File: src/rtl/noc_vc_port_buffer.sv
// Router input-port buffer: per-VC flit FIFOs, round-robin VC arbitration onto one registered output.
// Optional wormhole packet locking when NOC_VC_PORT_BUFFER_PKT_LOCK_EN is defined.
module noc_vc_port_buffer #(
    parameter int unsigned DATA_W = 35,
    parameter int unsigned NUM_VC = 2,
    parameter int unsigned DEPTH  = 4,
    localparam int unsigned VCW   = (NUM_VC > 1) ? $clog2(NUM_VC) : 1
) (
    input  logic              clk,
    input  logic              RST_,
    input  logic [DATA_W-1:0] IDATA,
    input  logic              IVALID,
    input  logic [VCW-1:0]    IVCH,
    output logic [NUM_VC-1:0] ORDY,
    output logic [NUM_VC-1:0] OACK,
    output logic [DATA_W-1:0] ODATA,
    output logic              OVALID,
    output logic [VCW-1:0]    OVCH,
    input  logic [NUM_VC-1:0] IRDY,
    output logic [NUM_VC-1:0] OLCK,
    output logic              ERR
);

    localparam int unsigned PW = $clog2(DEPTH);
    localparam int unsigned CW = PW + 1;

    logic [DATA_W-1:0] mem [NUM_VC][DEPTH];
    logic [PW-1:0]     wptr [NUM_VC];
    logic [PW-1:0]     rptr [NUM_VC];
    logic [CW-1:0]     cnt  [NUM_VC];
    logic [CW-1:0]     cnt_nxt_c [NUM_VC];
    logic [VCW-1:0]    rr_ptr;

    logic [NUM_VC-1:0] push_vec_c;
    logic              push_err_c;
    logic [NUM_VC-1:0] elig_c;
    logic [NUM_VC-1:0] pop_vec_c;
    logic              grant_c;
    logic [VCW-1:0]    gnt_vc_c;
    logic [VCW-1:0]    cand_c;
    logic [DATA_W-1:0] head_flit_c;

`ifdef NOC_VC_PORT_BUFFER_PKT_LOCK_EN
    logic              locked;
    logic [VCW-1:0]    lock_vc;
`endif

    // Push decode: out-of-range VC or a VC not signalling ready drops the flit.
    always_comb begin
        push_vec_c = '0;
        push_err_c = 1'b0;
        if (IVALID) begin
            if ((32'(IVCH) < NUM_VC) && ORDY[IVCH]) begin
                push_vec_c[IVCH] = 1'b1;
            end else begin
                push_err_c = 1'b1;
            end
        end
    end

    // Round-robin search starting one past the last granted VC.
    always_comb begin
        elig_c   = '0;
        grant_c  = 1'b0;
        gnt_vc_c = rr_ptr;
        cand_c   = rr_ptr;
        for (int unsigned v = 0; v < NUM_VC; v++) begin
            elig_c[v] = (cnt[v] != '0) && IRDY[v];
        end
`ifdef NOC_VC_PORT_BUFFER_PKT_LOCK_EN
        if (locked) begin
            elig_c = elig_c & (NUM_VC'(1) << lock_vc);
        end
`endif
        for (int unsigned i = 1; i <= NUM_VC; i++) begin
            cand_c = VCW'((32'(rr_ptr) + i) % NUM_VC);
            if (!grant_c && elig_c[cand_c]) begin
                grant_c  = 1'b1;
                gnt_vc_c = cand_c;
            end
        end
        pop_vec_c   = grant_c ? (NUM_VC'(1) << gnt_vc_c) : '0;
        head_flit_c = mem[gnt_vc_c][rptr[gnt_vc_c]];
    end

    always_comb begin
        for (int unsigned v = 0; v < NUM_VC; v++) begin
            cnt_nxt_c[v] = cnt[v] + CW'(push_vec_c[v]) - CW'(pop_vec_c[v]);
        end
    end

    // Storage carries no reset; occupancy is tracked by the pointers and counts.
    always_ff @(posedge clk) begin
        for (int unsigned v = 0; v < NUM_VC; v++) begin
            if (push_vec_c[v]) begin
                mem[v][wptr[v]] <= IDATA;
            end
        end
    end

    always_ff @(posedge clk or negedge RST_) begin
        if (!RST_) begin
            for (int unsigned v = 0; v < NUM_VC; v++) begin
                wptr[v] <= '0;
                rptr[v] <= '0;
                cnt[v]  <= '0;
            end
            rr_ptr <= VCW'(NUM_VC - 1);
            ORDY   <= '0;
            OACK   <= '0;
            ODATA  <= '0;
            OVALID <= 1'b0;
            OVCH   <= '0;
            ERR    <= 1'b0;
        end else begin
            for (int unsigned v = 0; v < NUM_VC; v++) begin
                if (push_vec_c[v]) begin
                    wptr[v] <= wptr[v] + PW'(1);
                end
                if (pop_vec_c[v]) begin
                    rptr[v] <= rptr[v] + PW'(1);
                end
                cnt[v]  <= cnt_nxt_c[v];
                ORDY[v] <= (cnt_nxt_c[v] < CW'(DEPTH));
            end
            OACK   <= pop_vec_c;
            OVALID <= grant_c;
            if (grant_c) begin
                ODATA  <= head_flit_c;
                OVCH   <= gnt_vc_c;
                rr_ptr <= gnt_vc_c;
            end
            if (push_err_c) begin
                ERR <= 1'b1;
            end
        end
    end

`ifdef NOC_VC_PORT_BUFFER_PKT_LOCK_EN
    // A HEAD-without-TAIL grant pins the arbiter until that VC's TAIL leaves.
    always_ff @(posedge clk or negedge RST_) begin
        if (!RST_) begin
            locked  <= 1'b0;
            lock_vc <= '0;
            OLCK    <= '0;
        end else if (grant_c) begin
            if (head_flit_c[DATA_W-2]) begin
                locked <= 1'b0;
                OLCK   <= '0;
            end else if (head_flit_c[DATA_W-1]) begin
                locked  <= 1'b1;
                lock_vc <= gnt_vc_c;
                OLCK    <= NUM_VC'(1) << gnt_vc_c;
            end
        end
    end
`else
    assign OLCK = '0;
`endif

endmodule

File: config.mk
export PLATFORM = sky130hd
export DESIGN_NAME = noc_vc_port_buffer
export DESIGN_NICKNAME = d
export VERILOG_FILES = /design/src/rtl/noc_vc_port_buffer.sv
export SDC_FILE = /design/constraint.sdc
export NUM_CORES = 1
export LEC_CHECK = 0
export BUFFER_PORTS_ARGS = -buffer_cell sky130_fd_sc_hd__buf_2
export CORE_MARGIN = 1
export CORE_UTILIZATION = 60
export CTS_BUF_LIST = sky130_fd_sc_hd__clkbuf_16
export CTS_CLUSTER_SIZE = 14
export DETAILED_ROUTE_END_ITERATION = 6
export PLACE_DENSITY = 0.79
export SYNTH_ARGS = -nofsm -noshare
export SYNTH_HDL_FRONTEND = slang
export SYNTH_SLANG_ARGS = --single-unit
export TNS_END_PERCENT = 100
File: constraint.sdc
create_clock -name clk -period 4.03 [get_ports clk]
set_input_delay 0.403 -clock clk [delete_from_list [all_inputs] [get_ports clk]]
set_output_delay 0.403 -clock clk [all_outputs]
set_load 0.02 [all_outputs]
# ---- After elaboration in Yosys (flattened, before gate mapping)
# Memory sizes are Yosys's and may differ from the RTL's.
# Cells that the tools add are included.
dict set report totals {
  ramBits 280
  n_memories 1
  out_inout_bits 44
  reg_bits 57
}
dict set report classes {
  muxes 34
  magnitude_cmp 12
  addsub 10
  n_bitwise 4
  reduce_logical 10
  n_shift 1
}
# name words word_bits read_ports rd_ports_with_merged_regs wr line_no
set memory_table {}
lappend memory_table {mem 2 140 1 0 1 27} ;# logic [DATA_W-1:0] mem [NUM_VC][DEPTH];
# op n
set op_table {}
lappend op_table {{$mux 140} 4}
lappend op_table {{$demux 35 s2} 2}
lappend op_table {{$mux 35} 4}
lappend op_table {{$reduce_or 140->1} 1}
lappend op_table {{$bmux 35 s2} 1}
lappend op_table {{$mux 1} 16}
lappend op_table {{$mux 2} 6}
lappend op_table {{$ge 3x3->1 const B} 3}
lappend op_table {{$not 2->3} 3}
lappend op_table {{$add 2x1->2 const B} 4}
lappend op_table {{$add 3x1->3} 2}
lappend op_table {{$logic_and 1x1->1} 6}
lappend op_table {{$lt 1x2->1 const B} 3}
lappend op_table {{$lt 3x1->1 const B} 2}
lappend op_table {{$lt 3x3->1 const B} 2}
lappend op_table {{$reduce_bool 3->1} 2}
lappend op_table {{$sub 3x1->3} 2}
lappend op_table {{$add 1x1->1 const B} 2}
lappend op_table {{$ge 2x2->1 const B} 1}
lappend op_table {{$not 1->2} 1}
lappend op_table {{$shl 1x1->2 const A} 1}
lappend op_table {{$demux 1 s1} 1}
lappend op_table {{$ge 1x1->1 const B} 1}
lappend op_table {{$logic_not 1->1} 1}

# ---- Longest topological paths before layout
# Gate-level depths: netlist of run 1.
dict set report logic_depth {
  ltp_word 16
  depth_mapped 11
  mapped_depth_nobuf 11
}

# ---- Worst setup path after synthesis of run 1
# OpenSTA, ideal clock, no wires.
dict set report synth_timing {
  kind {register -> register}
  from {register cnt[4] (netlist name)}
  to {register cnt[5] (netlist name)}
  stages_incl_launch_ff 12
  period_less_slack_ns 2.322
  setup_ns 0.121
  path_buffers 0
  path_slack_ns 1.708
  arrival_ns 2.201
  cell_sequence {dfrtp_1 o31a_1 o21ai_4 inv_4 ha_1 inv_1 ha_1 inv_1 fa_1 xnor2_1 xor2_1 inv_1}
}
# element line_no
set synth_rtl {}
lappend synth_rtl {{from (decl)} 30} ;# logic [CW-1:0] cnt [NUM_VC];
lappend synth_rtl {{from (signal, indexed assignment)} 123} ;# cnt[v] <= cnt_nxt_c[v];

# ---- Worst setup path in the final report of run 1
dict set report layout_timing {
  from {register cnt[1] (netlist name)}
  to {register ODATA[10]}
}
dict set report layout_via {
  elab_chain_len 16
  elab_cells_between_ends 21
  cone_classes {mux (14); bitwise (2); reduce/logical (4); memory (1)}
}
# element line_no
set layout_lines {}
lappend layout_lines {{$reduce_bool 3->1 *} 68} ;# elig_c[v] = (cnt[v] != '0) && IRDY[v];
lappend layout_lines {{$logic_and 1x1->1 *} 68}
lappend layout_lines {{$mux 1 (implied by the code) (2 in a row)} 77} ;# if (!grant_c && elig_c[cand_c]) begin
lappend layout_lines {{$mux 1} 77}
lappend layout_lines {{$logic_not 1->1} 77}
lappend layout_lines {{$logic_and 1x1->1} 77}
lappend layout_lines {{$mux 1} 77}
lappend layout_lines {{$not 1->2 (implied by the code)} 83} ;# head_flit_c = mem[gnt_vc_c][rptr[gnt_vc_c]];
lappend layout_lines {{$mux 2 (implied by the code) (3 in a row)} 83}
lappend layout_lines {{$not 2->3 (implied by the code)} 83}
lappend layout_lines {{$bmux 35 s2} 83}
lappend layout_lines {{$mux 35 (implied by the code) (2 in a row)} 83}
lappend layout_lines {{to (signal assigned)} 129} ;# ODATA <= head_flit_c;
lappend layout_lines {{to (decl)} 16} ;# output logic [DATA_W-1:0] ODATA,
# Every way passes the cells marked *; elsewhere a longest branch is shown, timed or not. The select of a mux whose other input is x is not followed.
# A chain may end at the register's enable or synchronous reset.

==> results.md, run 1 <==
- Layout cells sized above 1: 16.42%
- Final ANT Viol Nets: 0
- XOR/XNOR Fraction of Synth Area: 0.6631%
- First-pass GRT wire length: 40,040 um
- Routed wire per std cell: ~21 um
- Ys flop type: edfxtp_1
- Startpoint types: flip-flop
- DIE AREA: 22,610 um2
- Clock Skews: 0.008583 ns
- Async set-reset flop share out of synthesis: 16.91%
- Cells after DPL: between 1,000 and 1,500
- IR drop worst, VDD: 563.5 uV
- Initial antenna violation count: 1
- Post-Layout Cell Count: 1,220
- Synthesized area: 13,210 um2
- Core area: 21,290 um2
- Residual DRC: 0
- Grt total ovfl: 0
- EDFF count, synth: 280
- Largest family of logic cells by synthesized area: multiplexers
- Status: complete, no violations
- Final Slew Violations: 0
- Slowest stage delay, CP: 0.70 ns
- IO Pins: 85
- Area of the multi-input gates: 3114 um2
- IO Port Bufs: approximately 80
- WL final: 26,160 um
- Vias in the first global route: 7,370
- Crit share post-route: 64.58%
- Setup_tns: 0 ns
- Leakage: 0.005765 uW
- Post-synthesis compound-gate area fraction: approximately 3.5%
- Max Buffers Root-to-Sink: 3
- Pin count of the biggest net entering global routing: 63
- Hold_buf cts: 0
- Gate count of the mapped netlist: 841
- Final Util: 69.54%
- Top delay family on crit path: buffers and inverters
- Drt initial violations: 558
- CTS Sinks: 337
- Drt first pass iters: 5
- Kind of critical path: flip-flop to flip-flop
- Post-synthesis adder-cell area fraction: about 1.4%
- Final min period: 2.603 ns
- Clock-pin slew on the worst setup and hold paths: 0.06 ns
- Row cnt: 53
- Slowest CP cell: buf_4
- Initial Utilization: roughly 62%
- Fmax: 384.2 MHz
- Total power: around 11,000 uW
- CTS tree: done
- Final hold vios: 0
- Most used cell, CP: nand2_1
- Via density: 5.923
- Top cells by area, synth: edfxtp_1 (64%), mux2i_1 (11%), dfrtp_1 (11%)
- # resized after CTS: 0
- Final layout net count: a little under 1,000
- Multiplexer share of the synthesized area: between 10 and 15%
- Fill count: 1,361
- Min-Delay Path Class: input pin to asynchronous set/reset pin
- HPWL Detailed: 13,670 um
- Synth area leader: edfxtp_1
- Synth cell count leaders: edfxtp_1 (280), nand2_1 (179), mux2i_1 (141)
- Clk_lat worst skew: 0.55 ns
- Vias post-DR: approximately 7,200
- Flip-flop and latch count after synthesis: roughly 340
- RD Place Congestion: 0.7377
- Pwr Density: 710.3 nW/um2
- Most common cell in the netlist: edfxtp_1
- Critical Path RT: 4.47 ns
- Die Y: between 150 and 200 um
- Htree depth: 1
- WP data arrival: 3.04 ns
- Final setup viols: 0
- Post-Synth Simple-Gate Area: 6.934%
- Gr usage total: 24.07%
- Slew HR: 23.52%
- MaxCap Viol Count: 0
- Actual slew at the worst max-slew pin: 1.147 ns
- Area growth, synth to finish: 12.06%
- CTS buffer count: 31
- Unrepaired setup endpoints after global routing: false
- Buf/Inv on CP: 1
- Crit path capture type: flip-flop
- Synthesis Warnings: 0
- Root buffer cell: clkbuf_16
- Crit Path Max Fanout: 62
- Reg area: 9841 um2
- Mapped Avg Cell Area: 15.71 um2
- CP cell instances: o31a_1 > mux2i_4 > buf_4 > nand2_1 > a32oi_1 > nand2_1
- Library cells used by synthesis: 36
- Die X: ~150 um
- Post-CTS Repair Setup Buffers: 0
- Yosys top cell area share: 63.65%
- Register area share after synthesis: 74.46%
power breakdown:
| group | leakage (uW) | internal [uW] | switching (uW) |
|---|---|---|---|
| Sequential | 0.00320 | 4310 | 517 |
| Clock | 0.000497 | 1520 | 1190 |
| Combinational | 0.00206 | 1140 | 1840 |
cells by family (layout without fill, tap and decap cells):
| group | after synthesis | after routing |
|---|---|---|
| buf+inv | 63 | 165 |
| compound gates | 49 | 49 |
| flops | 337 | 337 |
| simple gates | 225 | 225 |
| mux | 142 | 142 |
| fa+ha+maj | 14 | 14 |
| other cells | 1 | 3 |
| xor+xnor | 10 | 10 |
sequential cells by signal, summed over array words and instances, names as in the netlist:
signal and cells:
OACK 2, OVALID 1, ODATA 35, rptr 4
cnt 6, rr_ptr 1, mem 280, wptr 4
ORDY 2, OVCH 1, ERR 1
routing by layer:
metal  vias to the layer above  track usage (%)  share of wire, %
met5                         -                0                 0
met4                         0            9.899               3.1
met3                        67            4.182               6.3
met2                       259            40.00                49
li1                       3263                -                 -
met1                      3637            31.63                41
layout make-up:
cell class | count | share of cell area, %
flip-flops and latches | 337 | 66.48
multi-input cells | 442 | 21.04
clock buffers | 31 | 5.241
repair buffers | 90 | 3.263
well taps | 275 | 2.325
clock inverters | 26 | 1.158
inverters | 18 | 0.4734
diodes | 1 | 0.01691
metrics by stage:
step           setup slack [ns]  area [um2]  hold slack (ns)
4_1_cts                   1.399       14800          0.07043
3_5_place_dp              1.471       13850           0.4408
2_1_floorplan             1.708       13210           0.1074
5_1_grt                   1.292       14800          0.08608
3_3_place_gp              1.594       13850           0.4379
6_report                  1.427       14800          0.03168
path summary, 6_finish.rpt:
path                                  start                     to  slack [ns]  cells past startpoint
setup / recovery           cnt[1]$_DFF_PN0_  ODATA[10]$_DFFE_PN0N_        1.43                      6
hold / removal                         RST_  ODATA[20]$_DFFE_PN0N_        0.03                      1
setup reg to reg           cnt[1]$_DFF_PN0_  ODATA[10]$_DFFE_PN0N_        1.43                      6
hold reg to reg             ERR$_DFFE_PN0P_        ERR$_DFFE_PN0P_        0.45                      1
max in group asynchronous              RST_   ODATA[1]$_DFFE_PN0N_        3.07                      2
min in group clk                     IVALID        ERR$_DFFE_PN0P_        0.08                      2
cells in the final DEF (no fill, tap or decap), types with 2 or more instances in the layout:
master      instances
o31ai_2             2
dfrtp_2             4
dfrtp_1            52
inv_1              27
clkinv_2            4
bufinv_16           2
ha_1               12
a32oi_1            35
xnor2_1             8
edfxtp_1          280
conb_1              2
and2_2              8
nand2_1           179
clkbuf_16          31
nand3_1            35
o31a_1              2
clkinv_1            5
buf_4               7
buf_2              82
mux2i_1           141
o21ai_0             2
fa_1                2
xor2_1              2
clkinvlp_4          3
Note: power is estimated with default switching activity, not from simulation.
==> run 2: changes to the inputs <==
--- a/config.mk
+++ b/config.mk
@@ -5,6 +5,7 @@
 export SDC_FILE = /design/constraint.sdc
 export NUM_CORES = 1
 export LEC_CHECK = 0
+export ABC_AREA = 1
 export BUFFER_PORTS_ARGS = -buffer_cell sky130_fd_sc_hd__buf_2
 export CORE_MARGIN = 1
 export CORE_UTILIZATION = 60
==> constraint.sdc (replaced) <==
create_clock -name clk -period 2.4 [get_ports clk]
set_input_delay 0.24 -clock clk [delete_from_list [all_inputs] [get_ports clk]]
set_output_delay 0.24 -clock clk [all_outputs]
set_load 0.02 [all_outputs]
==> results.md, run 2 <==
- Status: complete, no violations
- CTS Sinks: 337 (unchanged)
- MaxCap Viol Count: 0 (unchanged)
- Routed wire per std cell: 18.78 um (-12%)
- Slew HR: 38.15% (+15 points)
- Kind of critical path: flip-flop to flip-flop
- Final layout net count: 1,511 (+55%)
- Max Buffers Root-to-Sink: 3 (unchanged)
- Core area: 23,540 um2 (+11%)
- Critical Path RT: 2.79 ns (-1.68 ns)
- Reg area: 9836 um2 (about the same)
- Slowest CP cell: fa_1
- Initial antenna violation count: 0 (-1)
- IO Port Bufs: 82 (unchanged)
- EDFF count, synth: 280 (unchanged)
- Library cells used by synthesis: 24 (-33%)
- WL final: 33,810 um (+29%)
- Final hold vios: 0 (unchanged)
- Commonest non-fill, non-tap cell in the layout: nand2_1
- Vias post-DR: 10,250 (+42%)
- Largest register FFs: 280 (unchanged)
- Register area share after synthesis: 68.20% (-6.3 points)
- Htree depth: 2 (+1)
- Die X: 157.0 um (+4.4%)
- WP data arrival: 2.63 ns (-0.41 ns)
- Final ANT Viol Nets: 0 (unchanged)
- HPWL Detailed: 17,670 um (+29%)
- Root buffer cell: clkbuf_16
- CTS tree: done
- Gate count of the mapped netlist: 1,361 (+62%)
- IR drop worst, VDD: 1049 uV (+86%)
- RD Place Congestion: 0.7583 (+2.8%)
- Synth cell count leaders: nand2_1 (606), edfxtp_1 (280), nand3_1 (250)
- Startpoint types: flip-flop
- Crit path capture type: flip-flop
- Flip-flop and latch count after synthesis: 337 (unchanged)
- Residual DRC: 0 (unchanged)
- Post-route cell area: 16,650 um2 (+13%)
- Top cells by area, synth: edfxtp_1 (58%), nand2_1 (16%), dfrtp_1 (9.7%)
- Area growth, synth to finish: 15.47%
- Synthesized area: 14,420 um2 (+9.2%)
- Async set-reset flop share out of synthesis: 16.91% (unchanged)
- CTS buffer count: 34 (+9.7%)
- Crit Path Max Fanout: 5 (-92%)
- Total power: 21,640 uW (+110%)
- Vias in the first global route: 9,886 (+34%)
- Final min period: 2.243 ns (-0.3598 ns)
- Worst setup margin: 0.1572 ns (-1.270 ns)
- Pin count of the biggest net entering global routing: 129 (+100%)
- CP cell instances: nor2_1 > nand2_1 > nand2_2 > nand2_4 > nand2_2 > nor2_1 > ha_1 > inv_1 > ha_1 > fa_1 > xor2_1 > inv_1
- Pwr Density: 1300 nW/um2 (+83%)
- Most frequent cells in the layout: nand2_1 (603), edfxtp_1 (280), nand3_1 (249)
- Actual slew at the worst max-slew pin: 0.9264 ns (-0.2207 ns)
- Final Slew Violations: 0 (unchanged)
- First-pass GRT wire length: 53,170 um (+33%)
- Drt initial violations: 924 (+66%)
- Layout cells sized above 1: 13.17% (-3.3 points)
- Min-Delay Path Class: input pin to flip-flop
- Clock Skews: 0.02160 ns (+0.01302 ns)
- Via density: 5.696 (-3.8%)
- Row cnt: 56 (+5.7%)
- Grt total ovfl: 0 (unchanged)
- Most common cell in the netlist: nand2_1
- # diodes: 0 (-1)
- Ys flop type: edfxtp_1
- Clk_lat worst skew: 0.52 ns (-0.03 ns)
- Final setup viols: 0 (unchanged)
- Slowest stage delay, CP: 0.39 ns (-0.31 ns)
- Initial Utilization: 61.26% (-0.80 points)
- Final Util: 70.73% (+1.2 points)
- Drt first pass iters: 5 (unchanged)
- DIE AREA: 24,660 um2 (+9.1%)
- Mapped Avg Cell Area: 10.60 um2 (-33%)
- Leakage: 0.007304 uW (+27%)
- Die Y: 157.0 um (+4.4%)
- Fmax: 445.9 MHz (+16%)
- Yosys top cell area share: 58.30% (-5.4 points)
- IO Pins: 85 (unchanged)
- Synth area leader: edfxtp_1
- Synthesis Warnings: 0 (unchanged)
- DP Worst Slack: 0.04478 ns (-1.426 ns)
- Gr usage total: 28.46% (+4.4 points)
- Cell Area, Placed: 15,310 um2 (+11%)
- Clock-pin slew on the worst setup and hold paths: 0.06 ns (about the same)
- Crit share post-route: 93.45% (+29 points)
- Fill count: 1,646 (+21%)
- Area of the multi-input gates: 4069 um2 (+31%)
==> run 2: cell type report <==
cell class	instances	area share, %
flip-flops and latches	337	59.07
multi-input cells	910	24.43
repair buffers	145	6.928
clock buffers	35	5.260
well taps	319	2.397
clock inverters	26	1.285
inverters	28	0.6312
==> run 2: what timing repair did <==
action,in CTS,in global routing
endpoints found under the setup margin,0,29
buffers inserted,0,1
gates resized for setup,0,7
endpoints found under the hold margin,154,0
hold buffers,22,0
==> run 2: layer usage <==
metal | vias to the layer above | share of wire (%) | track usage (%)
met5 | - | 0 | 0
met4 | 0 | 2.9 | 10.68
met3 | 89 | 8.5 | 4.020
met2 | 534 | 49 | 47.17
met1 | 4880 | 40 | 38.54
li1 | 4750 | - | -
==> run 2: critical path: cells and delay by family (launching register included) <==
kind / cells / cell delay, ns
adder cells (fa/ha/maj): 3 / 0.85
AND/OR/NAND/NOR: 6 / 0.60
flip-flops: 1 / 0.38
buffers and inverters: 2 / 0.09
XOR/XNOR: 1 / 0.21
==> run 2: worst paths after layout <==
kind / from / endpoint / slack, ns / cells after the start
worst min-delay path: IDATA[11] / mem[0][116]$_DFFE_PP_ / 0.01 / 1
worst max register to register: cnt[0]$_DFF_PN0_ / ORDY[1]$_DFF_PN0_ / 0.16 / 12
max in group asynchronous: RST_ / rr_ptr$_DFFE_PN1N_ / 1.41 / 3
worst max-delay path: cnt[0]$_DFF_PN0_ / ORDY[1]$_DFF_PN0_ / 0.16 / 12
worst min register to register: ODATA[34]$_DFFE_PN0N_ / ODATA[34]$_DFFE_PN0N_ / 0.47 / 2
min in group asynchronous: RST_ / OVALID$_DFF_PN0_ / 0.28 / 2
==> run 2: through the flow <==
stage | instances | hold WS, ns | setup TNS (ns)
after floorplan | 1362 | -0.05559 | -76.25
after global placement | 1716 | 0.2844 | 0
after detailed placement | 1716 | 0.2919 | 0
after CTS | 1799 | 0.0003174 | 0
after global routing | 1800 | 0.01084 | -0.02504
final | 1800 | 0.01409 | 0
==> run 2: kinds of logic after synthesis <==
| kind of cell | Yosys count | share of synthesized area, % |
|---|---|---|
| other | 1 | 0.02600 |
| flip-flops | 337 | 68.20 |
| AO/OA/AOI/OAI | 4 | 0.2430 |
| AND/OR/NAND/NOR | 880 | 25.26 |
| XOR/XNOR | 10 | 0.6074 |
| buffers and inverters | 115 | 4.338 |
| adder cells (fa/ha/maj) | 14 | 1.319 |
==> run 2: power by group <==
group | total [uW] | internal (uW) | switching, uW | leakage [uW]
Combinational | 8870 | 2810 | 6060 | 0.00350
Sequential | 7580 | 7220 | 359 | 0.00322
Clock | 5190 | 3070 | 2130 | 0.000582
Total | 21600 | 13100 | 8540 | 0.00730
